--- src/rtl/sel_pkg.sv ---
// Shared types and helpers for the active-low one-hot select receiver.
// Combinational only; no state, no backpressure.
package sel_pkg;

    localparam int N_LINES_DEF       = 8;
    localparam int STABLE_CYCLES_DEF = 4;
    localparam int SEL_W_DEF         = $clog2(N_LINES_DEF);
    localparam int ENC_MAX           = 32;

    typedef logic [SEL_W_DEF-1:0] sel_idx_t;

    typedef enum logic [1:0] {
        IDLE,
        SETTLE,
        LOCKED,
        ERROR
    } sel_rx_state_t;

    typedef struct packed {
        logic [5:0] count_low;
        logic [4:0] index;
    } enc_t;

    // Callers pad unused upper lines with ones so they never count as selected.
    function automatic enc_t onehot_low_encode(input logic [ENC_MAX-1:0] lines);
        enc_t r;
        r.count_low = '0;
        r.index     = '0;
        for (int i = 0; i < ENC_MAX; i++) begin
            if (!lines[i]) begin
                r.count_low = r.count_low + 6'd1;
                r.index     = 5'(i);
            end
        end
        return r;
    endfunction

endpackage

--- src/rtl/sel_sync.sv ---
// Multi-bit flop-chain synchroniser; resets to all ones (nothing selected).
// Latency STAGES cycles; no backpressure.
module sel_sync #(
    parameter int WIDTH  = 8,
    parameter int STAGES = 2
) (
    input  logic             clk,
    input  logic             rst,
    input  logic [WIDTH-1:0] d,
    output logic [WIDTH-1:0] q
);

    logic [STAGES-1:0][WIDTH-1:0] stg;

    always_ff @(posedge clk or posedge rst) begin
        if (rst) begin
            stg <= '1;
        end else begin
            stg <= {stg[STAGES-2:0], d};
        end
    end

    assign q = stg[STAGES-1];

endmodule

--- src/rtl/sel_decode_rx.sv ---
// Receives the active-low one-hot select bus: sync, debounce, validate, encode, deliver.
// Latency SYNC_STAGES+STABLE_CYCLES+2 edges from first sample to sel_valid.
// sel_out/sel_valid hold while !sel_ready; one-deep pending slot keeps only the newest index.
module sel_decode_rx
    import sel_pkg::*;
#(
    parameter  int N_LINES       = N_LINES_DEF,
    localparam int SEL_W         = $clog2(N_LINES),
    parameter  int SYNC_STAGES   = 2,
    parameter  int STABLE_CYCLES = STABLE_CYCLES_DEF
) (
    input  logic               clk,
    input  logic               rst,
    input  logic [N_LINES-1:0] a_n,
    output logic [SEL_W-1:0]   sel_out,
    output logic               sel_valid,
    input  logic               sel_ready,
    output logic               err,
    input  logic               err_clr,
    output logic               idle
);

    localparam int CNT_W = (STABLE_CYCLES > 1) ? $clog2(STABLE_CYCLES) : 1;
    localparam logic [CNT_W-1:0] CNT_MAX = CNT_W'(STABLE_CYCLES - 1);

    logic [N_LINES-1:0] s;
    logic [N_LINES-1:0] s_prev;
    logic [CNT_W-1:0]   cnt;
    logic               chg;
    logic               stable;

    sel_sync #(
        .WIDTH  (N_LINES),
        .STAGES (SYNC_STAGES)
    ) u_sync (
        .clk (clk),
        .rst (rst),
        .d   (a_n),
        .q   (s)
    );

    assign chg = (s != s_prev);
    // The counter still holds the old pattern's count on a change cycle, so mask it.
    assign stable = !chg && (cnt == CNT_MAX);

    always_ff @(posedge clk or posedge rst) begin
        if (rst) begin
            s_prev <= '1;
            cnt    <= '0;
        end else begin
            s_prev <= s;
            if (chg) begin
                cnt <= '0;
            end else if (cnt != CNT_MAX) begin
                cnt <= cnt + CNT_W'(1);
            end
        end
    end

    logic [ENC_MAX-1:0] s_pad;
    enc_t               enc;
    logic               unused_enc;
    logic               is_zero;
    logic               is_one;
    logic [SEL_W-1:0]   cand;

    always_comb begin
        s_pad              = '1;
        s_pad[N_LINES-1:0] = s;
    end

    assign enc        = onehot_low_encode(s_pad);
    assign unused_enc = ^enc;
    assign is_zero    = (enc.count_low == 6'd0);
    assign is_one     = (enc.count_low == 6'd1);
    assign cand       = enc.index[SEL_W-1:0];

    sel_rx_state_t state;
    sel_rx_state_t state_nxt;

    always_ff @(posedge clk or posedge rst) begin
        if (rst) begin
            state <= IDLE;
        end else begin
            state <= state_nxt;
        end
    end

    always_comb begin
        state_nxt = state;
        case (state)
            IDLE: begin
                if (chg) state_nxt = SETTLE;
            end
            SETTLE: begin
                if (stable) begin
                    if (is_one)       state_nxt = LOCKED;
                    else if (is_zero) state_nxt = IDLE;
                    else              state_nxt = ERROR;
                end
            end
            LOCKED, ERROR: begin
                if (chg) state_nxt = SETTLE;
            end
            default: state_nxt = IDLE;
        endcase
    end

    always_ff @(posedge clk or posedge rst) begin
        if (rst) begin
            idle <= 1'b1;
            err  <= 1'b0;
        end else begin
            if (stable) idle <= is_zero;
            if (stable && !is_zero && !is_one) begin
                err <= 1'b1;
            end else if (err_clr) begin
                err <= 1'b0;
            end
        end
    end

    logic             pend_vld;
    logic [SEL_W-1:0] pend_idx;
    logic             last_vld;
    logic [SEL_W-1:0] last_idx;
    logic             lock_entry;
    logic             cand_new;
    logic             xfer;
    logic             out_free;
    logic             load_out;

    assign lock_entry = (state == SETTLE) && (state_nxt == LOCKED);
    assign cand_new   = lock_entry
                      && !(last_vld && (cand == last_idx))
                      && !(sel_valid && (cand == sel_out));
    assign xfer       = sel_valid && sel_ready;
    assign out_free   = !sel_valid || xfer;
    // A pending index equal to the one just transferred is stale and dropped.
    assign load_out   = out_free && pend_vld && !(xfer && (pend_idx == sel_out));

    always_ff @(posedge clk or posedge rst) begin
        if (rst) begin
            sel_out   <= '0;
            sel_valid <= 1'b0;
            pend_vld  <= 1'b0;
            pend_idx  <= '0;
            last_vld  <= 1'b0;
            last_idx  <= '0;
        end else begin
            if (xfer) begin
                last_vld <= 1'b1;
                last_idx <= sel_out;
            end
            if (load_out) begin
                sel_out   <= pend_idx;
                sel_valid <= 1'b1;
            end else if (xfer) begin
                sel_valid <= 1'b0;
            end
            if (cand_new) begin
                pend_vld <= 1'b1;
                pend_idx <= cand;
            end else if (lock_entry || (out_free && pend_vld)) begin
                pend_vld <= 1'b0;
            end
        end
    end

endmodule

--- config.mk ---
export PLATFORM = sky130hd
export DESIGN_NAME = sel_decode_rx
export DESIGN_NICKNAME = d
export VERILOG_FILES = /design/src/rtl/sel_pkg.sv /design/src/rtl/sel_sync.sv /design/src/rtl/sel_decode_rx.sv
export SDC_FILE = /design/constraint.sdc
export NUM_CORES = 1
export LEC_CHECK = 0
export CORE_MARGIN = 2
export CORE_UTILIZATION = 55
export DETAILED_ROUTE_END_ITERATION = 12
export GPL_ROUTABILITY_DRIVEN = 0
export GPL_TIMING_DRIVEN = 0
export PLACE_DENSITY = 0.87
export REMOVE_ABC_BUFFERS = 1
export SYNTH_ARGS = -nofsm -noshare
export SYNTH_HDL_FRONTEND = slang
export SYNTH_SLANG_ARGS = --single-unit
--- constraint.sdc ---
create_clock -name clk -period 5.39 [get_ports clk]
set_clock_uncertainty 0.1 [all_clocks]
set_input_delay 1.617 -clock clk [delete_from_list [all_inputs] [get_ports clk]]
set_output_delay 1.617 -clock clk [all_outputs]
set_load 0.01 [all_outputs]
==> impl_metrics.sql <==
INSERT INTO impl_metrics (metric_group, metric, value, unit) VALUES
('floorplanning', 'die_y', '66.8', 'um'),
('critical_path', 'cp.required', '5.48', 'ns'),
('global_route', 'grt_overflow_total', '0', ''),
('power_and_ir_drop', 'power_leakage', '1.16', 'nW'),
('placement', 'postPlaceCellArea', '2360', 'sq um'),
('global_route', 'antenna_found_initial', '0', ''),
('global_route', 'grt_max_degree', '43', ''),
('floorplanning', 'fp-row-count', '22', ''),
('detailed_routing', 'drt_iter0_markers', '45', ''),
('hold_path', 'hp-class', 'flip-flop to flip-flop', ''),
('clock_tree', 'cts_max_path_buffers', '2', ''),
('detailed_routing', 'antenna_left', '0', ''),
('synth', 'synth_cells', '187', ''),
('detailed_routing', 'detail_route.wirelength', '3.88', 'mm'),
('critical_path', 'critPathLaunchType', 'flip-flop', ''),
('job', 'max-cap-violations', '0', ''),
('synth', 'synth-seq-area-share', '49.9', '%'),
('synth', 'synth_area_leader_cell', 'sky130_fd_sc_hd__dfstp_2', ''),
('synth', 'synth_top_area_share', '30.3', '%'),
('critical_path', 'crit_path_frequent_cell', 'sky130_fd_sc_hd__ha_1', ''),
('clock_tree', 'clock_tree_from_tritoncts', 'done', ''),
('power_and_ir_drop', 'largest_vdd_supply_drop', '0.000208', 'V'),
('global_route', 'grt_first_pass_wirelength', '6.27', 'mm'),
('timing', 'setup-tns-final', '0', 'ns'),
('layout', 'finish.utilization', '68.6', '%'),
('critical_path', 'critical_path_peak_fanout', '4', ''),
('timing', 'final.hold.worst_slack', '0.252', 'ns'),
('critical_path', 'timing.critical_path.slowest_cell_delay', '0.57', 'ns'),
('critical_path', 'worst_ep_arrival_time', '5.29', 'ns'),
('power_and_ir_drop', 'power_density', '300', 'nW/um^2'),
('floorplanning', 'fp.dieW', '66.8', 'um'),
('detailed_routing', 'wl_met2', '2.01', 'mm'),
('timing', 'slew_limit_fails', '0', ''),
('layout', 'areaGrowthSynthToFinish', '17.5', '%'),
('synth', 'synth.ff_latch_count', '42', ''),
('placement', 'io_buffers', '17', ''),
('detailed_routing', 'routed_via_density', '5.36', ''),
('critical_path', 'worst_path_max_delay_cell', 'sky130_fd_sc_hd__dfstp_2', ''),
('clock_tree', 'clock_latency', '0.30', 'ns'),
('detailed_routing', 'wire_per_inst', '14.9', 'um'),
('layout', 'finalNetCount', '232', ''),
('timing', 'finalSetupViolCount', '0', ''),
('critical_path', 'worst_setup_path_end_kind', 'flip-flop', ''),
('synth', 'ys_top_cells_by_area', 'sky130_fd_sc_hd__dfstp_2 30%, sky130_fd_sc_hd__dfrtp_1 20%, sky130_fd_sc_hd__xor2_1 7.7%', ''),
('clock_tree', 'cts.root.buffer_cell', 'sky130_fd_sc_hd__clkbuf_8', ''),
('placement', 'place.detailed.hpwl', '2.57', 'mm'),
('critical_path', 'worstPathCellList', 'inv_1, ha_1, nand2b_1, and2_1, ha_1, nand2b_1, nand2_1, ha_1, nand2b_1, nand2_1, ha_1, nor2_1, a21oi_1, or3_4, ha_1, nor2b_1, a21oi_2, inv_1, ha_1, a2111oi_4, o2111ai_2, a21oi_2, and4_4, mux2_4', ''),
('detailed_routing', 'drt_pass1_iterations', '4', ''),
('synth', 'synthesis.area_per_instance', '11.6', 'sq um'),
('critical_path', 'timing.critical_path.buf_inv', '2', ''),
('timing', 'post-route-period-util', '96.5', '%'),
('layout', 'drive_gt1_share', '28.2', '%'),
('timing', 'achievable-frequency', '192', 'MHz'),
('detailed_routing', 'drc', '0', ''),
('global_route', 'first_global_vias', '1374', ''),
('synth', 'ys_warn_count', '0', ''),
('timing', 'final_hold_viol_count', '0', ''),
('layout', 'fin_area', '2550', 'sq um'),
('synth', 'netlist-cell-type-count', '48', ''),
('synth', 'mappedNetlistArea', '2170', 'sq um'),
('timing', 'period_needed', '5.20', 'ns'),
('clock_tree', 'cts_max_level', '2', ''),
('clock_tree', 'cts_made_buffers', '5', ''),
('global_route', 'groute.usage.overall', '19.4', '%'),
('timing', 'worst_slew_pin_slew', '0.815', 'ns'),
('floorplanning', 'coreArea', '3720', 'sq um'),
('detailed_routing', 'num_vias', '1398', ''),
('detailed_routing', 'top_signal_layer_used', 'met4', ''),
('critical_path', 'setup.worst_path.class', 'flip-flop to flip-flop', ''),
('detailed_routing', 'wl_met1', '1.70', 'mm'),
('clock_tree', 'clk_pin_slew', '0.08', 'ns'),
('critical_path', 'family_with_the_most_delay_on_the_worst_path', 'simple AND/OR/NAND/NOR gates', ''),
('detailed_routing', 'met3_wirelength', '105', 'um'),
('floorplanning', 'die-area', '4460', 'sq um'),
('timing', 'max-slew-margin-rel', '45.6', '%'),
('clock_tree', 'cts_hold_buf', '0', ''),
('clock_tree', 'cts_num_sinks', '42', ''),
('floorplanning', 'start_util', '58.4', '%'),
('floorplanning', 'io_pins', '18', ''),
('outcome', 'status', 'completed', ''),
('layout', 'n_antenna_cell', '0', '');
[worst reg2reg max path, delay by kind of cell, from the launching register on]
kind	cells	cell delay [ns]
and+or+nand+nor	10	1.66
adders and majority gates	6	1.54
AOI/OAI and AO/OA	5	0.84
DFF	1	0.57
muxes	1	0.30
buffers and inverters	2	0.12
[worst paths after layout]
path / endpoint / from / slack, ns / cells past startpoint
max: pend_idx[2] / u_sync.q[0] / 0.19 / 24
min: u_sync.q[6] / u_sync.stg[6] / 0.25 / 0
max reg2reg: pend_idx[2] / u_sync.q[0] / 0.19 / 24
min reg2reg: u_sync.q[6] / u_sync.stg[6] / 0.25 / 0
max in group asynchronous: cnt[0] / rst / 2.96 / 2
min in group asynchronous: last_idx[0] / rst / 1.73 / 2
[layout by cell type (no fill, tap or decap), types with 2 or more instances in the layout]
master | netlist | final
sky130_fd_sc_hd__o21ai_0 | 5 | 5
sky130_fd_sc_hd__dfrtp_1 | 17 | 17
sky130_fd_sc_hd__clkbuf_8 | 0 | 5
sky130_fd_sc_hd__nand2b_1 | 7 | 7
sky130_fd_sc_hd__ha_1 | 8 | 8
sky130_fd_sc_hd__inv_1 | 13 | 12
sky130_fd_sc_hd__nor4_1 | 2 | 2
sky130_fd_sc_hd__mux2_4 | 2 | 2
sky130_fd_sc_hd__buf_4 | 0 | 7
sky130_fd_sc_hd__and3_1 | 2 | 2
sky130_fd_sc_hd__a21oi_2 | 1 | 2
sky130_fd_sc_hd__dfstp_2 | 25 | 25
sky130_fd_sc_hd__a21oi_1 | 3 | 2
sky130_fd_sc_hd__nor2_1 | 8 | 8
sky130_fd_sc_hd__mux2_2 | 6 | 6
sky130_fd_sc_hd__nor2b_1 | 5 | 5
sky130_fd_sc_hd__nor3_1 | 4 | 4
sky130_fd_sc_hd__nand2_1 | 13 | 13
sky130_fd_sc_hd__mux2i_1 | 2 | 2
sky130_fd_sc_hd__nand3_1 | 3 | 3
sky130_fd_sc_hd__clkdlybuf4s50_1 | 0 | 17
sky130_fd_sc_hd__a31oi_1 | 2 | 2
sky130_fd_sc_hd__xor2_1 | 19 | 19
sky130_fd_sc_hd__xnor2_1 | 9 | 9
[per-layer routing]
metal,vias up,track usage (%)
met5,-,0
met4,0,7.65
met3,7,5.57
met2,20,32.1
met1,688,23.9
li1,683,-
[state kept, by name (all words and copies together), names as in the netlist]
register / count
s_prev: 8
u_sync.q: 8
u_sync.stg: 8
last_idx: 3
pend_idx: 3
sel_out: 3
cnt: 2
state: 2
err: 1
idle: 1
last_vld: 1
pend_vld: 1
sel_valid: 1
[through the flow]
stage | cells | setup WS, ns | total power, mW
floorplan | 181 | 0.479 | 0.465
global placement | 246 | 0.125 | 0.493
detailed placement | 246 | 0.0224 | 0.499
CTS | 254 | 0.00929 | 0.746
global route | 261 | -0.0370 | 0.801
finish | 261 | 0.188 | 0.764
[cell type report]
cell class | count | area [sq um]
fill | 247 | 1170
inverter | 13 | 48.8
tap | 48 | 60.1
sequential | 42 | 1080
clock buffer | 6 | 72.6
multi-input combinational | 126 | 1030
timing repair buffer | 24 | 223
clock inverter | 2 | 36.3
[Yosys cell counts (all sizes together)]
cell type / instances
nand4: 1
a22oi: 1
o31ai: 1
nor4b: 1
xor2: 20
or3: 2
and3b: 1
and3: 2
dfrtp: 17
ha: 8
o311ai: 1
o21ai: 5
mux2: 8
clkbuf: 2
o2111ai: 1
nand3: 3
nand3b: 1
dfstp: 25
mux2i: 2
nand2: 13
inv: 13
buf: 4
nor2b: 5
a31oi: 2
xnor2: 10
nor4: 2
o41ai: 1
and2: 1
a211oi: 1
o22ai: 1
a211o: 1
or2: 1
xor3: 1
and4: 1
a21oi: 4
a2111oi: 1
nor3: 4
a32oi: 1
nand2b: 7
o22a: 1
xnor3: 1
nor2: 8
a21boi: 1
[power breakdown]
part | switching [mW] | internal (mW) | leakage, nW
Clock | 0.106 | 0.138 | 0.0557
Sequential | 0.0117 | 0.332 | 0.492
Combinational | 0.0921 | 0.0835 | 0.610
[timing repair]
item	4_1_cts	5_1_grt
setup endpoints to repair	0	6
setup buffers	0	7
gates resized for setup	0	4
[logic make-up (layout without fill, tap and decap cells)]
kind of cell / after synthesis / in the layout / synth area share (%)
multiplexers: 10 / 10 / 5.42
XOR/XNOR: 32 / 32 / 15.1
AND/OR/NAND/NOR: 53 / 53 / 13.0
buffers and inverters: 19 / 45 / 4.09
AO/OA/AOI/OAI: 23 / 23 / 7.96
adder cells (fa/ha/maj): 8 / 8 / 4.61
flip-flops: 42 / 42 / 49.9
Power figures use the tool's default switching activity.
